==> src/rtl/pad_defs.sv <==
// Shared constants for the SNES pad reader: button bit positions, MMIO word
// selects and the poll sequencer state encoding.
package pad_defs;

  localparam int PAD_BIT_B      = 0;
  localparam int PAD_BIT_Y      = 1;
  localparam int PAD_BIT_SELECT = 2;
  localparam int PAD_BIT_START  = 3;
  localparam int PAD_BIT_UP     = 4;
  localparam int PAD_BIT_DOWN   = 5;
  localparam int PAD_BIT_LEFT   = 6;
  localparam int PAD_BIT_RIGHT  = 7;
  localparam int PAD_BIT_A      = 8;
  localparam int PAD_BIT_X      = 9;
  localparam int PAD_BIT_L      = 10;
  localparam int PAD_BIT_R      = 11;

  localparam logic PAD_ADDR_STATE  = 1'b0;
  localparam logic PAD_ADDR_STATUS = 1'b1;

  typedef enum logic [2:0] {
    ST_IDLE    = 3'd0,
    ST_LATCH   = 3'd1,
    ST_SAMPLE  = 3'd2,
    ST_CLK_LOW = 3'd3,
    ST_DONE    = 3'd4
  } pad_state_t;

endpackage

==> src/rtl/snes_pad_controller_if.sv <==
// CPU-side MMIO read port of the pad reader (pad_en slot, read-only).
interface snes_pad_controller_if;
  logic        cpu_read_en;
  logic        cpu_address;
  logic [31:0] cpu_read_data;
  logic        cpu_read_ready;

  modport master (output cpu_read_en, cpu_address, input cpu_read_data, cpu_read_ready);
  modport slave  (input cpu_read_en, cpu_address, output cpu_read_data, cpu_read_ready);
endinterface

==> src/rtl/pad_serial_sampler.sv <==
// Synchronizes both pad data lines and shifts them, inverted, LSB first into
// one shift register per port.
module pad_serial_sampler #(
  parameter int PAD_BITS = 16
) (
  input  logic                clk,
  input  logic                resetn,
  input  logic [1:0]          pad_data,
  input  logic                shift_en,
  output logic [PAD_BITS-1:0] pad0_shift,
  output logic [PAD_BITS-1:0] pad1_shift
);

  logic [1:0] sync_q1;
  logic [1:0] sync_q2;

  // Released lines float high, so the synchronizer resets to "no button".
  always_ff @(posedge clk or negedge resetn) begin
    if (!resetn) begin
      sync_q1 <= 2'b11;
      sync_q2 <= 2'b11;
    end else begin
      sync_q1 <= pad_data;
      sync_q2 <= sync_q1;
    end
  end

  always_ff @(posedge clk or negedge resetn) begin
    if (!resetn) begin
      pad0_shift <= '0;
      pad1_shift <= '0;
    end else if (shift_en) begin
      pad0_shift <= {~sync_q2[0], pad0_shift[PAD_BITS-1:1]};
      pad1_shift <= {~sync_q2[1], pad1_shift[PAD_BITS-1:1]};
    end
  end

endmodule

==> src/rtl/snes_pad_controller.sv <==
// Two-port SNES gamepad reader: sequences latch/clock, samples both pads and
// publishes both states atomically to the CPU.
//
// state    | meaning
// IDLE     | lines idle, waiting for poll_start
// LATCH    | pad_latch high for 2*HALF_PERIOD cycles
// SAMPLE   | pad_clk high; last cycle shifts one bit per pad
// CLK_LOW  | pad_clk low for HALF_PERIOD cycles
// DONE     | publish both shift registers, set valid
module snes_pad_controller
  import pad_defs::*;
#(
  parameter int HALF_PERIOD = 200,
  parameter int PAD_BITS    = 16
) (
  input  logic                  clk,
  input  logic                  resetn,
  input  logic                  poll_start,
  output logic                  pad_latch,
  output logic                  pad_clk,
  input  logic [1:0]            pad_data,
  output logic                  busy,
  snes_pad_controller_if.slave  cpu
);

  localparam int CNT_W = $clog2(2 * HALF_PERIOD);
  localparam int IDX_W = $clog2(PAD_BITS);
  localparam logic [CNT_W-1:0] LATCH_LOAD = CNT_W'(2 * HALF_PERIOD - 1);
  localparam logic [CNT_W-1:0] HALF_LOAD  = CNT_W'(HALF_PERIOD - 1);
  localparam logic [IDX_W-1:0] LAST_BIT   = IDX_W'(PAD_BITS - 1);

  pad_state_t          state, state_nxt;
  logic [CNT_W-1:0]    cnt, cnt_nxt;
  logic [IDX_W-1:0]    bit_idx, bit_idx_nxt;
  logic                shift_en;
  logic [PAD_BITS-1:0] pad0_shift, pad1_shift;
  logic [PAD_BITS-1:0] pad0_state, pad1_state;
  logic                valid;
  logic [31:0]         state_word;

  pad_serial_sampler #(.PAD_BITS(PAD_BITS)) u_sampler (
    .clk        (clk),
    .resetn     (resetn),
    .pad_data   (pad_data),
    .shift_en   (shift_en),
    .pad0_shift (pad0_shift),
    .pad1_shift (pad1_shift)
  );

  always_ff @(posedge clk or negedge resetn) begin
    if (!resetn) begin
      state   <= ST_IDLE;
      cnt     <= '0;
      bit_idx <= '0;
    end else begin
      state   <= state_nxt;
      cnt     <= cnt_nxt;
      bit_idx <= bit_idx_nxt;
    end
  end

  always_comb begin
    state_nxt   = state;
    cnt_nxt     = cnt;
    bit_idx_nxt = bit_idx;
    shift_en    = 1'b0;
    case (state)
      ST_IDLE: begin
        if (poll_start) begin
          state_nxt   = ST_LATCH;
          cnt_nxt     = LATCH_LOAD;
          bit_idx_nxt = '0;
        end
      end
      ST_LATCH: begin
        if (cnt == '0) begin
          state_nxt = ST_SAMPLE;
          cnt_nxt   = HALF_LOAD;
        end else begin
          cnt_nxt = cnt - 1'b1;
        end
      end
      ST_SAMPLE: begin
        if (cnt == '0) begin
          shift_en = 1'b1;
          if (bit_idx < LAST_BIT) begin
            state_nxt   = ST_CLK_LOW;
            cnt_nxt     = HALF_LOAD;
            bit_idx_nxt = bit_idx + 1'b1;
          end else begin
            state_nxt = ST_DONE;
          end
        end else begin
          cnt_nxt = cnt - 1'b1;
        end
      end
      ST_CLK_LOW: begin
        if (cnt == '0) begin
          state_nxt = ST_SAMPLE;
          cnt_nxt   = HALF_LOAD;
        end else begin
          cnt_nxt = cnt - 1'b1;
        end
      end
      ST_DONE:  state_nxt = ST_IDLE;
      default:  state_nxt = ST_IDLE;
    endcase
  end

  // Decoded straight from the state register so reset idles the lines at once.
  assign pad_latch = (state == ST_LATCH);
  assign pad_clk   = (state != ST_CLK_LOW);
  assign busy      = (state != ST_IDLE);

  always_ff @(posedge clk or negedge resetn) begin
    if (!resetn) begin
      pad0_state <= '0;
      pad1_state <= '0;
      valid      <= 1'b0;
    end else begin
      if (state == ST_DONE) begin
        pad0_state <= pad0_shift;
        pad1_state <= pad1_shift;
        valid      <= 1'b1;
      end else if (cpu.cpu_read_en && cpu.cpu_address == PAD_ADDR_STATE) begin
        valid <= 1'b0;
      end
    end
  end

  // A read landing on DONE returns the data being published in that cycle.
  assign state_word = (state == ST_DONE) ? 32'({pad1_shift, pad0_shift})
                                         : 32'({pad1_state, pad0_state});

  always_ff @(posedge clk or negedge resetn) begin
    if (!resetn) begin
      cpu.cpu_read_ready <= 1'b0;
      cpu.cpu_read_data  <= '0;
    end else if (cpu.cpu_read_en) begin
      cpu.cpu_read_ready <= 1'b1;
      cpu.cpu_read_data  <= (cpu.cpu_address == PAD_ADDR_STATUS) ? {30'b0, busy, valid}
                                                                  : state_word;
    end else begin
      cpu.cpu_read_ready <= 1'b0;
      cpu.cpu_read_data  <= '0;
    end
  end

endmodule

==> src/flat_wrapper.sv <==
// flat-port wrapper written by rule: the top's interface ports become plain ports
module snes_pad_controller_flat import pad_defs::*;
#(
  parameter int HALF_PERIOD = 200,
  parameter int PAD_BITS    = 16
)
  (clk, resetn, poll_start, pad_latch, pad_clk, pad_data, busy, cpu_cpu_read_en, cpu_cpu_address, cpu_cpu_read_data, cpu_cpu_read_ready);
  snes_pad_controller_if cpu_i ();
  input  logic clk;
  input  logic resetn;
  input  logic poll_start;
  output logic pad_latch;
  output logic pad_clk;
  input  logic [1:0] pad_data;
  output logic busy;
  input wire logic [$bits(cpu_i.cpu_read_en)-1:0] cpu_cpu_read_en;
  input wire logic [$bits(cpu_i.cpu_address)-1:0] cpu_cpu_address;
  output wire logic [$bits(cpu_i.cpu_read_data)-1:0] cpu_cpu_read_data;
  output wire logic [$bits(cpu_i.cpu_read_ready)-1:0] cpu_cpu_read_ready;
  assign cpu_i.cpu_read_en = cpu_cpu_read_en;
  assign cpu_i.cpu_address = cpu_cpu_address;
  assign cpu_cpu_read_data = cpu_i.cpu_read_data;
  assign cpu_cpu_read_ready = cpu_i.cpu_read_ready;
  snes_pad_controller #(.HALF_PERIOD(HALF_PERIOD), .PAD_BITS(PAD_BITS)) u_core (.clk(clk), .resetn(resetn), .poll_start(poll_start), .pad_latch(pad_latch), .pad_clk(pad_clk), .pad_data(pad_data), .busy(busy), .cpu(cpu_i));
endmodule
==> config.mk <==
export PLATFORM = sky130hd
export DESIGN_NAME = snes_pad_controller_flat
export DESIGN_NICKNAME = d
export VERILOG_FILES = /design/src/rtl/pad_defs.sv /design/src/rtl/snes_pad_controller_if.sv /design/src/rtl/pad_serial_sampler.sv /design/src/rtl/snes_pad_controller.sv /design/src/flat_wrapper.sv
export SDC_FILE = /design/constraint.sdc
export NUM_CORES = 1
export LEC_CHECK = 0
export BUFFER_PORTS_ARGS = -buffer_cell sky130_fd_sc_hd__buf_2
export CELL_PAD_IN_SITES_DETAIL_PLACEMENT = 0
export CELL_PAD_IN_SITES_GLOBAL_PLACEMENT = 1
export CORE_ASPECT_RATIO = 1.1
export CORE_MARGIN = 4
export CORE_UTILIZATION = 32
export DETAILED_ROUTE_END_ITERATION = 12
export PLACE_DENSITY = 0.64
export RECOVER_POWER = 50
export SLEW_MARGIN = 30
export SYNTH_ARGS = -nofsm -noshare
export SYNTH_HDL_FRONTEND = slang
export SYNTH_SLANG_ARGS = --single-unit
==> constraint.sdc <==
create_clock -name clk -period 4.31 [get_ports clk]
set_clock_uncertainty 0.05 [all_clocks]
set_input_delay 0.2155 -clock clk [delete_from_list [all_inputs] [get_ports clk]]
set_output_delay 0.2155 -clock clk [all_outputs]
set_load 0.005 [all_outputs]
# Yosys cells after proc, flatten, opt, wreduce, memory -nomap -nowiden
# Cells that the tools add are included.
dict set report word_totals {
  regBits 118
  input_bits 7
  output_inout_bits 36
}
dict set report classes {
  n_addsub 2
  magnitude_cmp 1
  eq_ne 10
  mux 22
  bitwise 3
  reduce_logical 11
}
# cell count
set ops {}
lappend ops {{2-to-1 mux 32 bit} 3}
lappend ops {{2-to-1 mux 9 bit} 4}
lappend ops {{case mux 9 bit (3 select lines)} 1}
lappend ops {{2-to-1 mux 3 bit} 4}
lappend ops {{2-to-1 mux 4 bit} 3}
lappend ops {{zero test 9 bit} 1}
lappend ops {{case mux 3 bit (3 select lines)} 1}
lappend ops {{subtractor 9 x 1 -> 9 bit, second input constant} 1}
lappend ops {{case mux 4 bit (2 select lines)} 1}
lappend ops {{== test 3 x 2 -> 1 bit, second input constant} 2}
lappend ops {{!= test 2 x 1 -> 1 bit, second input constant} 3}
lappend ops {{AND reduction 3 bit} 2}
lappend ops {{nonzero test 3 bit} 2}
lappend ops {{2-to-1 mux 1 bit} 5}
lappend ops {{adder 4 x 1 -> 4 bit, second input constant} 1}
lappend ops {{< comparator 4 bit, second input constant} 1}
lappend ops {{AND reduction 4 bit} 1}
lappend ops {{nonzero test 2 bit} 2}
lappend ops {{== test 3 x 1 -> 1 bit, second input constant} 1}
lappend ops {{== test 3 bit, second input constant} 1}
lappend ops {{zero test 3 bit} 1}
lappend ops {{!= test 3 x 2 -> 1 bit, second input constant} 1}
lappend ops {{!= test 3 bit, second input constant} 1}
lappend ops {{inverter 1 bit} 3}
lappend ops {{other kinds (3)} 3}

# Logic depth before layout (Yosys ltp)
# Gate-level depths: netlist (run 1).
dict set report logic_depth {
  depth_word 4
  ltp_mapped 9
  ltp_nobuf 6
}

# By module
# Synthesis (run 1) repeated with hierarchy kept, for this count alone.
dict set report unflattened {
  hier_cells 320
  hier_area_um2 4684.5
}
# mod instances cells_each area_per_inst_um2 seq_area_each_um2
set by_module_without_submodules {}
lappend by_module_without_submodules {snes_pad_controller 1 246 3245.6 2052.0}
lappend by_module_without_submodules {pad_serial_sampler 1 74 1438.9 905.9}

# Worst setup path before layout (run 1)
# Ideal clock, no wire load.
dict set report synth_path {
  path_kind {reg-to-reg}
  start {register u_core.cnt[0]}
  end {register u_core.u_sampler.pad1_shift[14]}
  setup_ns 0.125
  t_arrival_ns 2.039
  path_slack_ns 2.097
  path_stages_with_launch 9
  path_buffers 3
  path_cell_list {dfrtp_1 inv_1 ha_1 or3b_2 clkbuf_1 nor4_4 buf_6 buf_6 mux2_2}
}
dict set report synth_via {
  elab_chain_cells 3
}
# element line
set synth_lines {}
lappend synth_lines {{start: declaration} snes_pad_controller.sv:33} ;# logic [CNT_W-1:0] cnt, cnt_nxt;
lappend synth_lines {{start signal: assignment} snes_pad_controller.sv:57} ;# cnt <= cnt_nxt;
lappend synth_lines {{zero test 9 bit} snes_pad_controller.sv:84} ;# if (cnt == '0) begin
lappend synth_lines {{2-to-1 mux 1 bit} snes_pad_controller.sv:84}
lappend synth_lines {{2-to-1 mux 1 bit} snes_pad_controller.sv:67} ;# case (state)
lappend synth_lines {{end signal: assignment} pad_serial_sampler.sv:34} ;# pad1_shift <= {~sync_q2[1], pad1_shift[PAD_BITS-1:1]};
lappend synth_lines {{end: declaration} pad_serial_sampler.sv:11} ;# output logic [PAD_BITS-1:0] pad1_shift
# No other way between the ends.
# A chain may end at the register's enable or synchronous reset.

==> results.toml, run 1 <==
[clocking]
htreeDepth = 4
clk_pin_slew_ns = 0.05
cts-root-buf = "clkbuf_16"
clkSinkCount = 118
cts_buffer_depth = 2
clk_latency_ns = 0.40
cts_buffers = 17
cts_tree = "done"

[die]
placementRows = 45
dieArea_um2 = 16200
start_util = 0.328
io_pins = 43
fp.dieW_um = 122
die_h_um = 133
core_um2 = 13900

[yosys]
avgSynthCellArea_um2 = 14.0
synthFlopType = "dfrtp_1"
synth_nets = 333
syn_area_um2 = 4540
ys_ff_latch = 118
yosysTopAreaCell = "dfrtp_1"
ys_async_sr_fraction = 1.00
synth_edf_count = 0
yosysTopAreaCellShare = 0.628
synth_most_common_cell = "dfrtp_1"
synth_warnings = 0
syn_inst = 324
synthTopCellsByCount = "114 x dfrtp_1, 62 x mux2_2, 32 x nor2b_1"
ys_seq_area_frac = 0.652
ys_types = 45
synth.area.top_cells = "dfrtp_1 63%, mux2_2 15%, nor2b_1 4.4%"

[grt]
antenna_found_initial = 0
overflow = 0
grt_max_degree = 49
grt_pass1_wl_um = 13600
grt_pass1_vias = 2762
grt_use_total = 0.108

[worst_setup_path]
start_kind = "input port"
cp_data_arrival_time_ns = 3.05
criticalPathCategory = "in -> async"
critPathRequiredTime_ns = 4.66
worstSetupEndpointType = "asynchronous set/reset pin"
slowest_stage = "clkbuf_1"
crit_chain = "dlygate4sd3_1, clkbuf_1, clkbuf_2"
cpPeakStageDelay_ns = 1.36
cp_max_fo = 37

[placement]
place_area_um2 = 4950
portBuffers = 42
dp_hpwl_um = 4800
gp_congestion = 0.793

[cells_and_area]
syn2layout_area_growth_pct = 22.9
nNetsFinal = 387
multi_input_area_um2 = 1480
layout.area.seq_um2 = 2960
fillers = 1338
antenna_cells = 0
final_cell_area_um2 = 5580
drive_gt1_frac = 0.350

[drt]
drtIter0Drc = 155
remaining_drc_errors = 0
drt_pass1_iterations = 4
via_per_inst = 4.55
post_drt_wl_per_cell_um = 13.5
dr_total_vias = 2637
routed_wl_um = 7790
ant_nets = 0

[timing]
setup_viol = 0
report.final.slew_viol_count = 36
post-route-min-period_ns = 2.70
finalSetupTns_ns = 0
finalHoldViolCount = 0
slew_headroom = -0.274
timing.fmax_ghz = 0.371
post-route-period-util = 0.626
rsz0062_at_grt = "no"
worst_pin_slew_ns = 1.91

[hold_path]
hp-class = "in -> reg"

[status]
status = "finished, violations left"
violations = "capacitance limit, slew limit"

[power_and_ir_drop]
p_leak_nw = 2.71
vdd_drop_max_uv = 255
powerDensity_nw_per_um2 = 512

[run]
cap_violations = 1
==> cells by family after synthesis <==
family / synth area share
muxes: 0.156
DFF: 0.652
AOI/OAI and AO/OA: 0.0598
adders and majority gates: 0.00551
buffers and inverters: 0.0248
and+or+nand+nor: 0.102
==> critical path: cells and delay by family <==
family	cells	cell delay [ns]
buf+inv	3	2.79
==> cells in the final DEF, fill, tap and decap left out, types with 8 or more instances in the layout <==
cell type,instances
clkbuf_1,15
nor2b_1,32
dfrtp_1,114
a21oi_1,8
mux2_2,62
nand2_1,8
buf_2,29
clkbuf_16,17
inv_1,8
o21ai_0,11
==> per-stage QoR <==
stage	worst slack (ns)	hold WS [ns]	power [mW]	std cells	utilization
6_report	1.61	0.0849	2.86	579	0.403
5_1_grt	1.04	0.0943	3.00	579	0.403
4_1_cts	1.91	0.0644	2.90	579	0.404
3_5_place_dp	1.93	0.150	1.44	543	0.357
3_3_place_gp	1.97	0.153	1.43	543	0.357
2_1_floorplan	2.10	-0.130	1.37	324	-
==> metal layers <==
layer  up-vias  routed length (um)  track usage
met5         -                   0            0
met4         0                 172       0.0542
met3        16                 337       0.0359
met2        40                3560        0.160
met1      1340                3720        0.140
li1       1241                   -            -
==> cell type report <==
type,count,share of cell area
well taps,188,0.0422
repair buffers,51,0.0482
clock inverters,8,0.0215
multi-input cells,182,0.264
flip-flops and latches,118,0.530
inverters,8,0.00538
clock buffers,24,0.0881
==> repair_timing <==
action / in CTS / in global routing
hold endpoints to repair: 32 / 0
resized for setup: 0 / 0
setup endpoints to repair: 0 / 0
buffers inserted: 0 / 0
hold buffers: 4 / 0
==> where the power goes <==
group / internal (mW) / total [mW] / switching [mW]
sequential: 1.16 / 1.24 / 0.0740
combinational: 0.0838 / 0.186 / 0.102
clock: 0.967 / 1.44 / 0.469
total: 2.21 / 2.86 / 0.645
==> state kept, by name, indices dropped and copies added (netlist names) <==
| signal | cells |
|---|---|
| u_core.cpu.cpu_read_ready | 1 |
| u_core.pad1_state | 16 |
| u_core.pad0_state | 16 |
| u_core.state | 3 |
| u_core.u_sampler.sync_q2 | 2 |
| u_core.u_sampler.pad0_shift | 16 |
| u_core.cnt | 9 |
| u_core.valid | 1 |
| u_core.u_sampler.sync_q1 | 2 |
| u_core.bit_idx | 4 |
| u_core.u_sampler.pad1_shift | 16 |
| u_core.cpu.cpu_read_data | 32 |
==> path summary, 6_finish.rpt <==
path,from,to,slack [ns],cells after the start
max in group clk,u_core.cnt[0]$_DFFE_PN0P_,u_core.cnt[3]$_DFFE_PN0P_,1.90,6
max,resetn,u_core.pad1_state[8]$_DFFE_PN0P_,1.61,3
min reg2reg,u_core.u_sampler.sync_q1[0]$_DFF_PN1_,u_core.u_sampler.sync_q2[0]$_DFF_PN1_,0.31,0
min in group asynchronous,resetn,u_core.cnt[7]$_DFFE_PN0P_,0.83,2
min,cpu_cpu_address,u_core.cpu.cpu_read_data[0]$_DFF_PN0_,0.08,2
max reg2reg,u_core.cnt[0]$_DFFE_PN0P_,u_core.cnt[3]$_DFFE_PN0P_,1.90,6
Power figures use the tool's default switching activity.
==> run 2, diff against run 1 <==
- ABC_AREA: not set -> 1
- PLACE_DENSITY: 0.64 -> 0.69
- clock period: 4.31 -> 2.4 ns (I/O delays scaled with it)
==> run 2 against run 1 <==
Net effect: the flow now finishes without violations; register-to-register slack got worse by 1.5 ns; final area rose by 2.4%; core utilization fell by 0.59 points; sequential cell count did not move; hold slack improved by 0.0059 ns; critical endpoint is now u_core.u_sampler.pad0_shift[8]$_DFFE_PN0P_; largest power group unchanged.
==> results.toml, run 2 <==
[timing]
post-route-period-util = 0.836
rsz0062_at_grt = "no"
slew_headroom = 0.0543
post-route-min-period_ns = 2.01
finalHoldViolCount = 0
finalSetupTns_ns = 0
report.final.slew_viol_count = 0
worst_pin_slew_ns = 1.42
setup_viol = 0
timing.fmax_ghz = 0.498

[die]
core_um2 = 14400
start_util = 0.325
dieArea_um2 = 16600
io_pins = 43
die_h_um = 135
fp.dieW_um = 123
placementRows = 46

[grt]
grt_max_degree = 65
grt_pass1_vias = 3173
overflow = 0
antenna_found_initial = 0
grt_pass1_wl_um = 14900
grt_use_total = 0.115

[clocking]
clk_pin_slew_ns = 0.05
clkSinkCount = 118
cts_buffer_depth = 2
clk_latency_ns = 0.41
htreeDepth = 4
cts_buffers = 17
cts-root-buf = "clkbuf_16"
cts_tree = "done"

[yosys]
ys_async_sr_fraction = 1.00
synth_warnings = 0
ys_ff_latch = 118
yosysTopAreaCell = "dfrtp_1"
syn_inst = 493
avgSynthCellArea_um2 = 9.48
synthFlopType = "dfrtp_1"
synth_nets = 502
ys_types = 27
yosysTopAreaCellShare = 0.610
synthTopCellsByCount = "114 x dfrtp_1, 87 x inv_1, 87 x nand2_1"
synth_edf_count = 0
ys_seq_area_frac = 0.633
synth.area.top_cells = "dfrtp_1 61%, inv_1 7.0%, nand2_1 7.0%"
syn_area_um2 = 4670
synth_most_common_cell = "dfrtp_1"

[hold_path]
hp-class = "in -> reg"

[power_and_ir_drop]
p_int_mw = 3.65
seq_power_share = 0.437
sw_frac_of_total = 0.203
vdd_drop_max_uv = 496
p_clk_frac = 0.547
p_leak_nw = 3.23
power_mw = 4.58
comb_power_share = 0.016
powerDensity_nw_per_um2 = 801
power.switching_mw = 0.930

[cells_and_area]
nNetsFinal = 558
final_common_cell = "dfrtp_1"
top_register = "u_core.cpu.cpu_read_data"
syn2layout_area_growth_pct = 22.2
largest_register_ffs = 32
drive_gt1_frac = 0.185
layout_common_cells = "114 x dfrtp_1, 87 x inv_1, 87 x nand2_1"
antenna_cells = 0

[worst_setup_path]
cp_data_arrival_time_ns = 2.23
start_kind = "flop"
worstSetupEndpointType = "flop"
crit_chain = "inv_1, ha_1, nand2_1, nor2_2, nand3_4, inv_2, nand2_4, nor2_1, a21oi_2"
slowest_stage = "dfrtp_1"
cp_max_fo = 63
cpPeakStageDelay_ns = 0.41
critPathRequiredTime_ns = 2.62
criticalPathCategory = "reg -> reg"
path_buf_inv = 2
critPathTopFamily = "simple AND/OR/NAND/NOR gates"

[placement]
gp_congestion = 0.831
dp_hpwl_um = 5510
portBuffers = 42

[drt]
post_drt_wl_per_cell_um = 11.4
drtIter0Drc = 199
ant_nets = 0
remaining_drc_errors = 0
routed_wl_um = 8570
drt_pass1_iterations = 4
via_per_inst = 4.21
dr_total_vias = 3178

[status]
status = "complete, no violations"

[run]
cap_violations = 0
[run 2: cell count changes in the layout (fill, tap and decap cells not counted), moves of 6 or more]
cell,previous run,this run
a21oi_2,0,6
o21ai_1,1,58
inv_2,0,9
inv_1,8,87
mux2_2,62,0
nand2_1,8,87
nand3_1,3,15
nor2_1,6,52
nor2b_1,32,0
[run 2: logic make-up (layout without fill, tap and decap cells)]
| group | after synthesis | in the layout | synth area share |
|---|---|---|---|
| AND/OR/NAND/NOR | 174 | 174 | 0.162 |
| buffers and inverters | 112 | 181 | 0.0999 |
| XOR/XNOR | 2 | 2 | 0.00375 |
| AO/OA/AOI/OAI | 85 | 85 | 0.0964 |
| flip-flops | 118 | 118 | 0.633 |
| adder cells (fa/ha/maj) | 2 | 2 | 0.00535 |
[run 2: metrics by stage]
step	area (um^2)	utilization	instances	hold slack, ns	setup slack, ns
global placement	5090	0.354	717	-0.00131	0.486
detailed placement	5090	0.354	717	0.000943	0.392
CTS	5730	0.398	754	0.0650	0.384
finish	5710	0.397	754	0.0908	0.393
global route	5710	0.397	754	0.0920	0.0945
floorplan	4670	-	493	-0.226	0.830
[run 2: path summary, 6_finish.rpt]
path                       cells after the start  slack (ns)                                   from                                          to
min                                            3        0.09                             poll_start                 u_core.state[1]$_DFFE_PN0P_
min reg2reg                                    0        0.30  u_core.u_sampler.sync_q1[1]$_DFF_PN1_       u_core.u_sampler.sync_q2[1]$_DFF_PN1_
max reg2reg                                    9        0.39              u_core.cnt[0]$_DFFE_PN0P_  u_core.u_sampler.pad0_shift[8]$_DFFE_PN0P_
max in group asynchronous                      3        0.45                                 resetn            u_core.pad1_state[4]$_DFFE_PN0P_
min in group asynchronous                      2        0.53                                 resetn            u_core.pad1_state[1]$_DFFE_PN0P_
max                                            9        0.39              u_core.cnt[0]$_DFFE_PN0P_  u_core.u_sampler.pad0_shift[8]$_DFFE_PN0P_
[run 2: tightest hold or removal path, cell delays in order]
cell,delay [ns]
buf_2,0.10
o21ai_0,0.12
o21ai_0,0.16
[run 2: cell type report]
| type | count | area [um^2] |
|---|---|---|
| tap | 192 | 240 |
| inverter | 96 | 360 |
| clock buffer | 23 | 488 |
| sequential | 118 | 2960 |
| timing repair buffer | 53 | 315 |
| fill | 1462 | 8680 |
| clock inverter | 9 | 100 |
| multi-input combinational | 263 | 1250 |
[run 2: timing repair]
item                      CTS  global route
resized for setup           0             0
hold endpoints to repair  120             0
setup buffers               0             0
hold buffers                5             0
[run 2: power by group through the flow]
stage | registers (mW) | logic (mW) | clock network (mW)
after detailed placement | 2.04 | 0.0738 | 0
after CTS | 2.00 | 0.0802 | 2.55
after global placement | 2.04 | 0.0727 | 0
final | 2.00 | 0.0732 | 2.50
after floorplan | 2.04 | 0.00976 | 0
after global routing | 2.00 | 0.0868 | 2.65
[run 2: layer usage]
metal / wire length [um] / global-route usage / vias up
met5: 0 / 0 / -
met4: 189 / 0.0517 / 0
met3: 326 / 0.0356 / 14
met2: 3980 / 0.175 / 60
met1: 4070 / 0.150 / 1478
li1: - / - / 1626
==> run 3, diff against run 2 <==
- PLACE_DENSITY: 0.69 -> 0.67
- clock period: 2.4 -> 2.09 ns (I/O delays scaled with it)
==> run 3 against run 2 <==
Net effect: sequential cell count unchanged; largest cell class unchanged; setup slack got worse by 0.063 ns; clock power rose by 18%; die area stayed put; sequential share of layout area decreased by 0.28 points; sequential power up 15%; core utilization up 0.22 points.
==> results.toml, run 3 (synthesis gave the netlist of run 2 again) <==
[cells_and_area]
syn2layout_area_growth_pct = 22.9
antenna_cells = 0
fillers = 1426
top_register = "u_core.cpu.cpu_read_data"
layout_common_cells = "114 x dfrtp_1, 87 x inv_1, 87 x nand2_1"
largest_register_ffs = 32
final_common_cell = "dfrtp_1"
drive_gt1_frac = 0.187
nNetsFinal = 557

[die]
io_pins = 43
placementRows = 46
fp.dieW_um = 123
dieArea_um2 = 16600
start_util = 0.325
core_um2 = 14400
die_h_um = 135

[drt]
met1_length_um = 4000
remaining_drc_errors = 0
dr_total_vias = 3136
drt_pass1_iterations = 4
via_per_inst = 4.16
drtIter0Drc = 153
ant_nets = 0
wl_met3_um = 388
dr_wl_met2_um = 3740
routed_wl_um = 8220
top_layer = "met4"
post_drt_wl_per_cell_um = 10.9

[power_and_ir_drop]
powerDensity_nw_per_um2 = 930
p_leak_nw = 3.25
power_mw = 5.34
p_clk_frac = 0.554
seq_power_share = 0.431
comb_power_share = 0.015
p_int_mw = 4.32
power.switching_mw = 1.02
vdd_drop_max_uv = 595
sw_frac_of_total = 0.191

[worst_setup_path]
worstSetupEndpointType = "flop"
criticalPathCategory = "reg -> reg"
critPathRequiredTime_ns = 2.33
rrSetupSlack_ns = 0.33
r2r_start = "u_core.cnt[0]$_DFFE_PN0P_"
cp_max_fo = 63
rr_endpoint = "u_core.u_sampler.pad0_shift[6]$_DFFE_PN0P_"
rr_worst_depth = 10
start_kind = "flop"
cp_data_arrival_time_ns = 2.00

[clocking]
cts-root-buf = "clkbuf_16"
cts_buffers = 17
clk_latency_ns = 0.40
clkSinkCount = 118
postCtsSetupBuffers = 0
htreeDepth = 4
cts_buffer_depth = 2
cts_tree = "done"
clk_pin_slew_ns = 0.06

[timing]
post-route-min-period_ns = 1.76
finalWorstSetupSlack_ns = 0.330
timing.fmax_ghz = 0.568
setup_viol = 0
report.final.slew_viol_count = 0
whs_ns = 0.0436
post-route-period-util = 0.842
slew_headroom = 0.0370
worst_pin_slew_ns = 1.44
rsz0062_at_grt = "no"
finalHoldViolCount = 0
finalSetupTns_ns = 0

[run]
cap_violations = 0

[placement]
gp_congestion = 0.742
portBuffers = 42
dp_hpwl_um = 5210
post-place-ws_ns = 0.358

[status]
status = "complete, no violations"

[hold_path]
hp-class = "in -> reg"
worstHoldStart = "poll_start"
min_path_cells = 3
min_to = "u_core.state[1]$_DFFE_PN0P_"

[grt]
grt_pass1_vias = 3014
grt_max_degree = 119
grt_pass1_wl_um = 14300
antenna_found_initial = 0
overflow = 0
grt_use_total = 0.111
## run 3: cell types whose count changed in the layout (fill, tap and decap cells not counted), sizes merged
cell and delta:
buf +4, clkinv -3, bufinv +1, clkbuf -3
## run 3: worst max path at each step
stage                                    startpoint                                     endpoint  cells past startpoint
after floorplan           u_core.cnt[0]$_DFFE_PN0P_  u_core.u_sampler.pad1_shift[14]$_DFFE_PN0P_                     10
after global placement    u_core.cnt[0]$_DFFE_PN0P_  u_core.u_sampler.pad0_shift[10]$_DFFE_PN0P_                     10
after detailed placement  u_core.cnt[0]$_DFFE_PN0P_   u_core.u_sampler.pad0_shift[6]$_DFFE_PN0P_                     10
after CTS                 u_core.cnt[0]$_DFFE_PN0P_   u_core.u_sampler.pad0_shift[6]$_DFFE_PN0P_                     10
after global routing                         resetn             u_core.pad0_state[0]$_DFFE_PN0P_                      3
final                     u_core.cnt[0]$_DFFE_PN0P_   u_core.u_sampler.pad0_shift[6]$_DFFE_PN0P_                     10
## run 3: per-layer routing
metal  track usage  vias to the layer above
met2         0.162                       54
met1         0.144                     1436
met3        0.0415                        8
met5             0                        -
li1              -                     1638
met4        0.0535                        0
## run 3: layout make-up
type,count,area (um^2),share of cell area
flip-flops and latches,118,2960,0.515
multi-input cells,263,1250,0.217
clock buffers,25,495,0.0863
inverters,96,360,0.0628
clock inverters,7,119,0.0207
well taps,192,240,0.0418
repair buffers,52,320,0.0558
## run 3: power by group through the flow
stage               clock network [mW]  registers, mW  logic, mW
floorplan                            0           2.34     0.0112
global placement                     0           2.34     0.0789
detailed placement                   0           2.34     0.0808
CTS                               3.05           2.30     0.0878
global route                      3.17           2.30     0.0932
finish                            2.96           2.30     0.0776
## run 3: per-stage QoR
| stage | utilization | instance area [um^2] | cells |
|---|---|---|---|
| floorplan | - | 4670 | 493 |
| global placement | 0.354 | 5090 | 716 |
| detailed placement | 0.354 | 5090 | 716 |
| CTS | 0.400 | 5760 | 753 |
| global route | 0.399 | 5740 | 753 |
| finish | 0.399 | 5740 | 753 |
## run 3: timing repair
item / CTS / global route
hold buffers: 5 / 0
resized for setup: 0 / 0
hold endpoints to repair: 119 / 0
## run 3: worst max-delay path: stages, from the launching register on
cell     delay [ns]
dfrtp_1        0.40
inv_1          0.07
ha_1           0.17
nand2_1        0.08
nor2_2         0.17
nand3_4        0.13
inv_2          0.10
nand2_4        0.05
buf_12         0.18
nor2_1         0.16
a21oi_2        0.05
